## src/rtl/instr_encoder.sv

```systemverilog
// instr_encoder: two-stage RV32I I/S/B instruction packer with valid/ready handshakes,
// immediate range checking and encode/error counters.
module instr_encoder #(
  parameter int CNT_W = 16,
  parameter int ERR_W = 8
) (
  input  logic             clk,
  input  logic             rst_n,
  input  logic             in_valid,
  output logic             in_ready,
  input  logic [6:0]       in_opcode,
  input  logic [4:0]       in_rd,
  input  logic [4:0]       in_rs1,
  input  logic [4:0]       in_rs2,
  input  logic [2:0]       in_funct3,
  input  logic [31:0]      in_imm,
  output logic             out_valid,
  input  logic             out_ready,
  output logic [31:0]      out_instr,
  output logic             out_err,
  output logic [CNT_W-1:0] enc_count,
  output logic [ERR_W-1:0] err_count
);
  localparam logic [6:0] OP_IMM = 7'b0010011;
  localparam logic [6:0] LOAD   = 7'b0000011;
  localparam logic [6:0] STORE  = 7'b0100011;
  localparam logic [6:0] BRANCH = 7'b1100011;
  localparam logic [31:0] NOP   = 32'h0000_0013;
  logic        s1_valid;
  logic [6:0]  s1_op;
  logic [4:0]  s1_rd, s1_rs1, s1_rs2;
  logic [2:0]  s1_f3;
  logic [31:0] s1_imm;
  logic        s1_adv, in_fire, out_fire;
  logic        is_i, is_s, is_b, fit12, fit13, bad;
  logic [31:0] word;
  assign s1_adv   = s1_valid && (!out_valid || out_ready);
  assign in_ready = !s1_valid || !out_valid || out_ready;
  assign in_fire  = in_valid && in_ready;
  assign out_fire = out_valid && out_ready;
  // fit12/fit13: upper bits are pure sign extension of a 12-/13-bit immediate
  always_comb begin
    is_i  = s1_op == OP_IMM || s1_op == LOAD;
    is_s  = s1_op == STORE;
    is_b  = s1_op == BRANCH;
    fit12 = &s1_imm[31:11] || ~|s1_imm[31:11];
    fit13 = &s1_imm[31:12] || ~|s1_imm[31:12];
    bad   = (is_i || is_s) ? !fit12 : is_b ? (!fit13 || s1_imm[0]) : 1'b1;
    word  = is_i ? {s1_imm[11:0], s1_rs1, s1_f3, s1_rd, s1_op} :
            is_s ? {s1_imm[11:5], s1_rs2, s1_rs1, s1_f3, s1_imm[4:0], s1_op} :
                   {s1_imm[12], s1_imm[10:5], s1_rs2, s1_rs1, s1_f3, s1_imm[4:1], s1_imm[11], s1_op};
  end
  always_ff @(posedge clk or negedge rst_n) begin
    if (!rst_n) begin
      s1_valid <= 1'b0;
      s1_op    <= '0;
      s1_rd    <= '0;
      s1_rs1   <= '0;
      s1_rs2   <= '0;
      s1_f3    <= '0;
      s1_imm   <= '0;
    end else if (in_fire) begin
      s1_valid <= 1'b1;
      s1_op    <= in_opcode;
      s1_rd    <= in_rd;
      s1_rs1   <= in_rs1;
      s1_rs2   <= in_rs2;
      s1_f3    <= in_funct3;
      s1_imm   <= in_imm;
    end else if (s1_adv) begin
      s1_valid <= 1'b0;
    end
  end
  always_ff @(posedge clk or negedge rst_n) begin
    if (!rst_n) begin
      out_valid <= 1'b0;
      out_instr <= '0;
      out_err   <= 1'b0;
    end else if (s1_adv) begin
      out_valid <= 1'b1;
      out_instr <= bad ? NOP : word;
      out_err   <= bad;
    end else if (out_ready) begin
      out_valid <= 1'b0;
    end
  end
  always_ff @(posedge clk or negedge rst_n) begin
    if (!rst_n) begin
      enc_count <= '0;
      err_count <= '0;
    end else if (out_fire) begin
      enc_count <= enc_count + CNT_W'(1);
      err_count <= (out_err && err_count != '1) ? err_count + ERR_W'(1) : err_count;
    end
  end
endmodule
```

## config.mk

```make
export PLATFORM = sky130hd
export DESIGN_NAME = instr_encoder
export DESIGN_NICKNAME = d
export VERILOG_FILES = /design/src/rtl/instr_encoder.sv
export SDC_FILE = /design/constraint.sdc
export NUM_CORES = 1
export LEC_CHECK = 0
export CORE_MARGIN = 2
export CORE_UTILIZATION = 44
export CTS_CLUSTER_DIAMETER = 80
export CTS_CLUSTER_SIZE = 16
export DETAILED_ROUTE_END_ITERATION = 7
export PLACE_DENSITY = 0.76
export SYNTH_ARGS = -nofsm -noshare
export SYNTH_HDL_FRONTEND = slang
export SYNTH_SLANG_ARGS = --single-unit
```

## constraint.sdc

```tcl
create_clock -name clk -period 1.89 [get_ports clk]
set_input_delay 0.2835 -clock clk [delete_from_list [all_inputs] [get_ports clk]]
set_output_delay 0.2835 -clock clk [all_outputs]
set_load 0.05 [all_outputs]
```

After elaboration in Yosys (flattened, before gate mapping)
Index checks and enable logic that the tools add are counted.

Output and inout bits: 59. Bits in latches: 0. Input bits: 61. Memory bits (read-only): 0. Flip-flop bits (word level): 116. Bits in writable memories: 0. Memories: 0.

$add $sub $neg: 2. $lt $le $gt $ge: 0. Shift-type cells: 0. Divide/modulo/power cells: 0. Bitwise gates (word level): 0. Multipliers: 0. Mux-type cells: 9. Reductions and logical operators: 25. Equal/unequal tests: 5.

Operators with widths (number): $mux 32 (3); $reduce_and 21->1 (1); $reduce_or 21->1 (1); $reduce_and 20->1 (1); $reduce_or 20->1 (1); $add 16x1->16 const B (1); $add 8x1->8 const B (1); $logic_or 1x1->1 (8); $ne 8x8->1 const B (1); $eq 7x2->1 const B (1); $eq 7x5->1 const B (1); $eq 7x6->1 const B (1); $eq 7x7->1 const B (1); $logic_not 1->1 (6); $mux 1 (6); $logic_and 1x1->1 (4); $reduce_bool 2->1 (2); $reduce_and 2->1 (1).

Longest topological paths before layout
Gate-level depths: netlist (run 1).

Word-level depth: 8. Mapped depth: 6.

Least setup slack after synthesis (run 1)
No wires, ideal clock.

Kind: register -> register. Start point: reg out_valid. End point: reg s1_f3[0]. Setup slack: -0.450 ns. Stages on the path, launching flop included: 6. Arrival: 2.215 ns. Clock period less this slack: 2.340 ns. Cells stage by stage: dfrtp_1 -> nand3b_1 -> nand2_1 -> buf_2 -> buf_2 -> mux2_2.

Word-level cells in the longest chain between the ends: 4.

Ends and longest elaborated chain: from (decl) (line 17) `output logic out_valid,`; from (signal assigned) (line 76) `out_valid <= 1'b0;`; from (signal assigned) (line 80) `out_valid <= 1'b1;`; from (signal assigned) (line 84) `out_valid <= 1'b0;`; $logic_not 1->1 (line 38) `assign in_ready = !s1_valid || !out_valid || out_ready;`; $logic_or 1x1->1 (2 in series) (line 38); via in_ready (line 10) `output logic in_ready,`; $logic_and 1x1->1 (line 39) `assign in_fire = in_valid && in_ready;`; to (signal assigned) (line 68) `s1_f3 <= in_funct3;`; to (decl) (line 32) `logic [2:0] s1_f3;`.

The timed path passes the listed nets, and every way through them passes these cells. A chain may end at the register's enable or synchronous reset.

Final worst setup path (run 1)
Start point: reg s1_op[3]. End point: reg out_instr[27].

Word-level cells in the longest chain between the ends: 5. Elaborated cells on any way between the ends: 10.

Ends and longest elaborated chain: from (decl) (line 30) `logic [6:0] s1_op;`; from (signal assigned) (line 64) `s1_op <= in_opcode;`; $eq 7x5->1 or $eq 7x2->1 (tied branches) (line 43) `is_i = s1_op == OP_IMM || s1_op == LOAD;`; $logic_or 1x1->1 (line 43); $logic_or 1x1->1 (line 48) `bad = (is_i || is_s) ? !fit12 : is_b ? (!fit13 || s1_imm[0]) : 1'b1;`; $mux 1 (line 48); $mux 32 (*) (line 81) `out_instr <= bad ? NOP : word;`; to (signal assigned) (line 81); to (decl) (line 19) `output logic [31:0] out_instr,`.

Mark *: on every way between the ends. The rest lies on a longest branch, timed or not.

==> flow_metrics.py, run 1 <==
metrics = {
    "cts": {
        "numCtsBuffers": 17,
        "root_buffer": "clkbuf_8",
        "h-tree-depth": 4,
        "cts_tree": "done",
        "cts_max_path_buffers": 2,
        "cts.sinks": 116,
        "clk_latency_ps": 510,
        "clk_pin_slew_ps": 50,
    },
    "floorplanning": {
        "row_count": 38,
        "dieWidth_um": 109,
        "fp.dieArea_mm2": 0.0118,
        "io_pins": 120,
        "core_mm2": 0.0107,
        "fp.dieH_um": 109,
        "start_util": 0.448,
    },
    "synth": {
        "yosys-top-cells-area": "dfrtp_1 60%, mux2_2 14%, xnor2_1 2.9%",
        "ys.flop_type": "dfrtp_1",
        "synth_edf_count": 0,
        "ys_ff_latch": 116,
        "netlist_area_mm2": 0.00481,
        "ys_seq_area_frac": 0.603,
        "synth_cell_type_count": 44,
        "async_flop_share": 1.00,
        "yosysWarningCount": 0,
        "synth_nets": 415,
        "post-synth-top-area-fraction": 0.603,
        "postSynthAreaPerCell_um2": 13.7,
        "synthCells": 352,
        "yosys.area.top_type": "dfrtp_1",
    },
    "critical_path": {
        "cp_cell_sequence": "nand4bb_4 -> or4_4 -> a2bb2oi_4 -> o2bb2ai_4 -> a22o_1",
        "cp_slowest_stage_delay_ps": 470,
        "cp_max_fo": 9,
        "start_kind": "flip-flop",
        "cpMaxStageDelayCell": "or4_4",
        "end_kind": "flip-flop",
        "arrival_ps": 2240,
        "worstSetupPathType": "reg2reg",
        "required_ps": 2270,
    },
    "route": {
        "wl_met3_um": 441,
        "final_antenna_net_count": 0,
        "routed_via_density": 5.15,
        "wl_met2_um": 5600,
        "top_layer_used": "met4",
        "drt-total-wl_um": 10800,
        "wl_met1_um": 4560,
        "num_vias": 3375,
        "drt_iter0_drc": 123,
        "dr.pass1.iters": 4,
        "wl_per_cell_um": 16.5,
        "drcViolationCount": 0,
    },
    "global_routing": {
        "track_usage": 0.195,
        "grt_pass1_vias": 3646,
        "grt_overflow": 0,
        "grt_pass1_wl_um": 17700,
        "antenna_found_initial": 0,
        "grt_max_degree": 43,
    },
    "sta": {
        "finalSetupTns_ps": 0,
        "maxSlewHeadroom": 0.621,
        "rsz0062_at_grt": "true",
        "skew_ps": 11.8,
        "period_share": 0.984,
        "setup_viol": 0,
        "slew_violations": 0,
        "tightest_slew_ps": 568,
        "fmax_ghz": 0.538,
        "fin_crit_ps": 1860,
        "hold_viol_final": 0,
    },
    "job": {
        "cap_violations": 0,
    },
    "layout": {
        "layout-drive-gt1-share": 0.295,
        "fin_util": 0.654,
        "area_growth_pct": 46.0,
        "fin_nets": 566,
        "num_antenna_cells": 0,
    },
    "pwr": {
        "leakagePower_uw": 0.00327,
        "powerDensity_mw_per_mm2": 1120,
        "ir_drop_mv": 0.536,
    },
    "place": {
        "port_buffers": 119,
        "gp_congestion": 0.784,
        "hpwlAfterDp_um": 7410,
    },
    "status": {
        "status": "complete, no violations",
    },
    "hold_path": {
        "hold_class": "in2async",
    },
}
## cell families (layout without fill, tap and decap cells)
kind of cell               Yosys count  in the layout  synth area share
DFF                                116            116             0.603
and+or+nand+nor                     91             91             0.105
muxes                               68             68             0.157
AOI/OAI and AO/OA                   38             39            0.0697
xor gates and xnor gates            22             22            0.0401
buffers and inverters               15            177            0.0195
adders and majority gates            2              2           0.00520
## cell usage in the layout, fill, tap and decap left out, types with 2 or more instances in the layout
cell / netlist / routed
clkbuf_1: 5 / 3
buf_4: 0 / 22
dlygate4sd2_1: 0 / 54
xor2_1: 6 / 6
o21ai_2: 9 / 9
clkinv_2: 0 / 4
o2bb2ai_4: 0 / 2
and3_1: 5 / 5
a21oi_1: 2 / 2
ha_1: 2 / 2
bufinv_16: 0 / 4
o21ai_0: 4 / 4
xnor2_1: 16 / 16
dfrtp_1: 116 / 115
mux2_2: 59 / 49
nand2b_1: 7 / 7
nand4_1: 13 / 13
mux2i_1: 9 / 9
inv_1: 2 / 2
nor4_2: 0 / 3
nand3_1: 3 / 3
and2_1: 3 / 3
and3_4: 1 / 2
clkdlybuf4s50_1: 0 / 59
nand2_1: 27 / 26
a22o_1: 8 / 8
clkbuf_16: 0 / 16
nor4_1: 6 / 3
clkbuf_8: 1 / 2
mux2_4: 0 / 10
nor2_1: 13 / 13
a22o_2: 7 / 7
buf_12: 0 / 7
## power by group
group | leakage (uW) | total (uW) | switching, uW | internal [uW]
Combinational | 0.00155 | 1520 | 859 | 660
Clock | 0.000292 | 3220 | 1060 | 2160
Sequential | 0.00143 | 3100 | 302 | 2800
## layout make-up
type                       count  area [um2]
clock buffer                  21         439
clock inverter                10         156
fill                         852        3720
inverter                       2        7.51
multi-input combinational    222        1950
sequential                   116        2900
tap                          140         175
timing repair buffer         144        1390
## critical path: cells and delay by family, from the launching register on
kind,cells,cell delay (ps)
AND/OR/NAND/NOR,2,730
flip-flops,1,370
AO/OA/AOI/OAI,3,630
## flip-flops by register name, summed over array words and instances (netlist names)
| signal | cells |
|---|---|
| err_count | 8 |
| s1_rs2 | 5 |
| s1_imm | 32 |
| s1_rd | 5 |
| s1_f3 | 3 |
| s1_rs1 | 5 |
| out_valid | 1 |
| s1_valid | 1 |
| out_err | 1 |
| s1_op | 7 |
| enc_count | 16 |
| out_instr | 32 |
## stage by stage
stage	power (uW)	area (um2)	cells	setup WS [ps]	hold WS [ps]
floorplan	4080	4890	352	-128	-12.1
global placement	4680	6380	621	-247	303
detailed placement	4750	6380	621	-280	311
CTS	7910	7000	655	2.60	318
global route	8170	7020	655	-40.4	348
finish	7840	7020	655	30.8	320
## path summary, 6_finish.rpt
check / startpoint / to / slack (ps) / depth (start not counted)
worst min-delay path: rst_n / out_instr[22] / 320 / 2
worst max register to register: s1_op[3] / out_instr[27] / 30 / 5
worst min register to register: enc_count[15] / enc_count[15] / 470 / 1
max in group asynchronous: rst_n / out_instr[12] / 950 / 3
min in group clk: in_imm[27] / s1_imm[27] / 390 / 2
worst max-delay path: s1_op[3] / out_instr[27] / 30 / 5
## cells in the mapped netlist, types with 3 or more instances
cell type / number
nor4_1: 6
mux2_2: 59
nand3_1: 3
dfrtp_1: 116
a22o_1: 8
o21ai_2: 9
a22o_2: 7
buf_2: 4
clkbuf_1: 5
nand2b_1: 7
o21ai_0: 4
mux2i_1: 9
xnor2_1: 16
nor2_1: 13
nand4_1: 13
and3_1: 5
and2_1: 3
xor2_1: 6
buf_6: 3
nand2_1: 27
## layer usage
metal  global-route usage  vias up
met2                0.321       83
met1                0.240     1701
met3               0.0536       15
met5                    0        -
met4               0.0861        0
li1                     -     1576
## what timing repair did
item | 4_1_cts | 5_1_grt
resized for setup | 61 | 5
cloned | 1 | 0
hold buffers | 1 | 0
buffers inserted | 1 | 0
pin swaps | 3 | 3
endpoints found under the setup margin | 71 | 27
hold endpoints to repair | 39 | 0
Power figures use the tool's default switching activity.
==> run 2: changes to the inputs <==
--- a/config.mk
+++ b/config.mk
@@ -5,7 +5,6 @@
 export SDC_FILE = /design/constraint.sdc
 export NUM_CORES = 1
 export LEC_CHECK = 0
-export CORE_MARGIN = 2
 export CORE_UTILIZATION = 44
 export CTS_CLUSTER_DIAMETER = 80
 export CTS_CLUSTER_SIZE = 16
==> run 2 against run 1 <==
Clock-buffer cell count shrank 1; sequential cell count is the same; utilization grew 3.0 points; via count grew 2.5%; highest routed layer unchanged; largest power group unchanged; fmax shrank 1.5%; clock power grew 9.3%.
==> flow_metrics.py, run 2 (synthesis results as in run 1) <==
metrics = {
    "status": {
        "status": "complete, no violations",
    },
    "cts": {
        "cts.sinks": 116,
        "root_buffer": "clkbuf_8",
        "numCtsBuffers": 17,
        "cts_max_path_buffers": 2,
        "cts_tree": "done",
        "clk_latency_ps": 500,
        "h-tree-depth": 4,
        "clk_pin_slew_ps": 60,
    },
    "floorplanning": {
        "start_util": 0.460,
        "row_count": 37,
        "fp.dieArea_mm2": 0.0114,
        "io_pins": 120,
        "fp.dieH_um": 107,
        "dieWidth_um": 107,
        "core_mm2": 0.0105,
    },
    "job": {
        "cap_violations": 0,
    },
    "sta": {
        "rsz0062_at_grt": "true",
        "fin_crit_ps": 1890,
        "slew_violations": 0,
        "maxSlewHeadroom": 0.641,
        "tightest_slew_ps": 540,
        "fmax_ghz": 0.530,
        "setup_viol": 0,
        "period_share": 0.999,
        "finalSetupTns_ps": 0,
        "skew_ps": 8.15,
        "hold_viol_final": 0,
    },
    "global_routing": {
        "grt_overflow": 0,
        "grt_pass1_vias": 3661,
        "antenna_found_initial": 0,
        "grt_max_degree": 46,
        "grt_pass1_wl_um": 18200,
        "track_usage": 0.208,
    },
    "critical_path": {
        "worstSetupPathType": "reg2reg",
        "crit_family": "simple AND/OR/NAND/NOR gates",
        "cp_cell_sequence": "nand4bb_4 -> or4_4 -> a2bb2oi_4 -> o2bb2ai_4 -> a22o_1",
        "end_kind": "flip-flop",
        "cp_slowest_stage_delay_ps": 470,
        "arrival_ps": 2280,
        "start_kind": "flip-flop",
        "cpMaxStageDelayCell": "or4_4",
        "required_ps": 2280,
        "cp_max_fo": 8,
        "crit_buf_inv": 0,
    },
    "hold_path": {
        "hold_class": "in2async",
    },
    "route": {
        "routed_via_density": 5.27,
        "dr.pass1.iters": 4,
        "wl_per_cell_um": 16.6,
        "wl_met2_um": 5630,
        "wl_met3_um": 465,
        "num_vias": 3460,
        "drcViolationCount": 0,
        "final_antenna_net_count": 0,
        "drt_iter0_drc": 135,
        "drt-total-wl_um": 10900,
        "top_layer_used": "met4",
        "wl_met1_um": 4670,
    },
    "layout": {
        "top_regs": "out_instr (32), s1_imm (32), enc_count (16)",
        "area_growth_pct": 48.7,
        "num_antenna_cells": 0,
        "fin_nets": 571,
        "layout_commonest_cell": "dfrtp_1",
        "fillers": 788,
        "final_cell_mix": "115 x dfrtp_1, 59 x clkdlybuf4s50_1, 54 x dlygate4sd2_1",
        "layout-drive-gt1-share": 0.307,
    },
    "pwr": {
        "leakagePower_uw": 0.00332,
        "ir_drop_mv": 0.583,
        "p_total_uw": 8140,
        "powerDensity_mw_per_mm2": 1140,
    },
    "place": {
        "hpwlAfterDp_um": 7190,
        "gp_congestion": 0.775,
        "port_buffers": 119,
    },
}
==> run 2: cell types whose count changed in the layout (fill, tap and decap cells not counted), sizes merged <==
cell / previous run / this run
clkbuf: 21 / 20
clkinvlp: 1 / 3
buf: 30 / 34
inv: 2 / 3
clkinv: 5 / 3
o2bb2ai: 2 / 3
bufinv: 4 / 5
==> run 2: metrics by stage <==
| stage | util | cells | cell area [um2] | setup WS, ps | hold WS, ps |
|---|---|---|---|---|---|
| global placement | 0.612 | 619 | 6400 | -275 | 275 |
| CTS | 0.680 | 656 | 7110 | 22.1 | 291 |
| finish | 0.684 | 657 | 7160 | 1.59 | 285 |
| global route | 0.684 | 657 | 7160 | -24.4 | 304 |
| floorplan | - | 352 | 4890 | -128 | -12.1 |
| detailed placement | 0.612 | 619 | 6400 | -302 | 289 |
==> run 2: per-layer routing <==
| layer | global-route usage | up-vias |
|---|---|---|
| met5 | 0 | - |
| met4 | 0.0636 | 0 |
| met3 | 0.0582 | 11 |
| met2 | 0.348 | 94 |
| met1 | 0.262 | 1762 |
| li1 | - | 1593 |
==> run 2: timing repair <==
action                                  4_1_cts  5_1_grt
gates cloned                                  2        0
hold buffers                                  1        0
endpoints found under the setup margin       72       27
buffers inserted                              2        1
resized for setup                            63        5
hold endpoints to repair                     34        0
pin swaps                                     4        6
==> run 2: worst paths after layout <==
| kind | startpoint | end | slack (ps) | depth (start not counted) |
|---|---|---|---|---|
| max in group asynchronous | rst_n | out_instr[8] | 980 | 3 |
| min in group clk | in_imm[30] | s1_imm[30] | 390 | 2 |
| worst min register to register | out_instr[1] | out_instr[1] | 460 | 1 |
| worst max register to register | s1_op[3] | out_instr[25] | 2 | 5 |
| worst min-delay path | rst_n | err_count[2] | 290 | 2 |
| worst max-delay path | s1_op[3] | out_instr[25] | 2 | 5 |
==> run 2: layout make-up <==
class / count / area [um2] / area share
inverters: 2 / 7.51 / 0.00105
well taps: 136 / 170 / 0.0238
clock inverters: 12 / 200 / 0.0280
clock buffers: 20 / 455 / 0.0636
multi-input cells: 223 / 1990 / 0.277
repair buffers: 148 / 1430 / 0.200
flip-flops and latches: 116 / 2900 / 0.406
==> run 2: report_power, final <==
part	leakage (uW)	internal, uW	switching [uW]
registers	0.00143	2800	294
clock network	0.000314	2380	1140
logic	0.00158	670	864
==> run 2: worst register-to-register path, delay by kind of cell, from the launching register on <==
kind / cells / cell delay, ps
DFF: 1 / 380
and+or+nand+nor: 2 / 750
AOI/OAI and AO/OA: 3 / 650
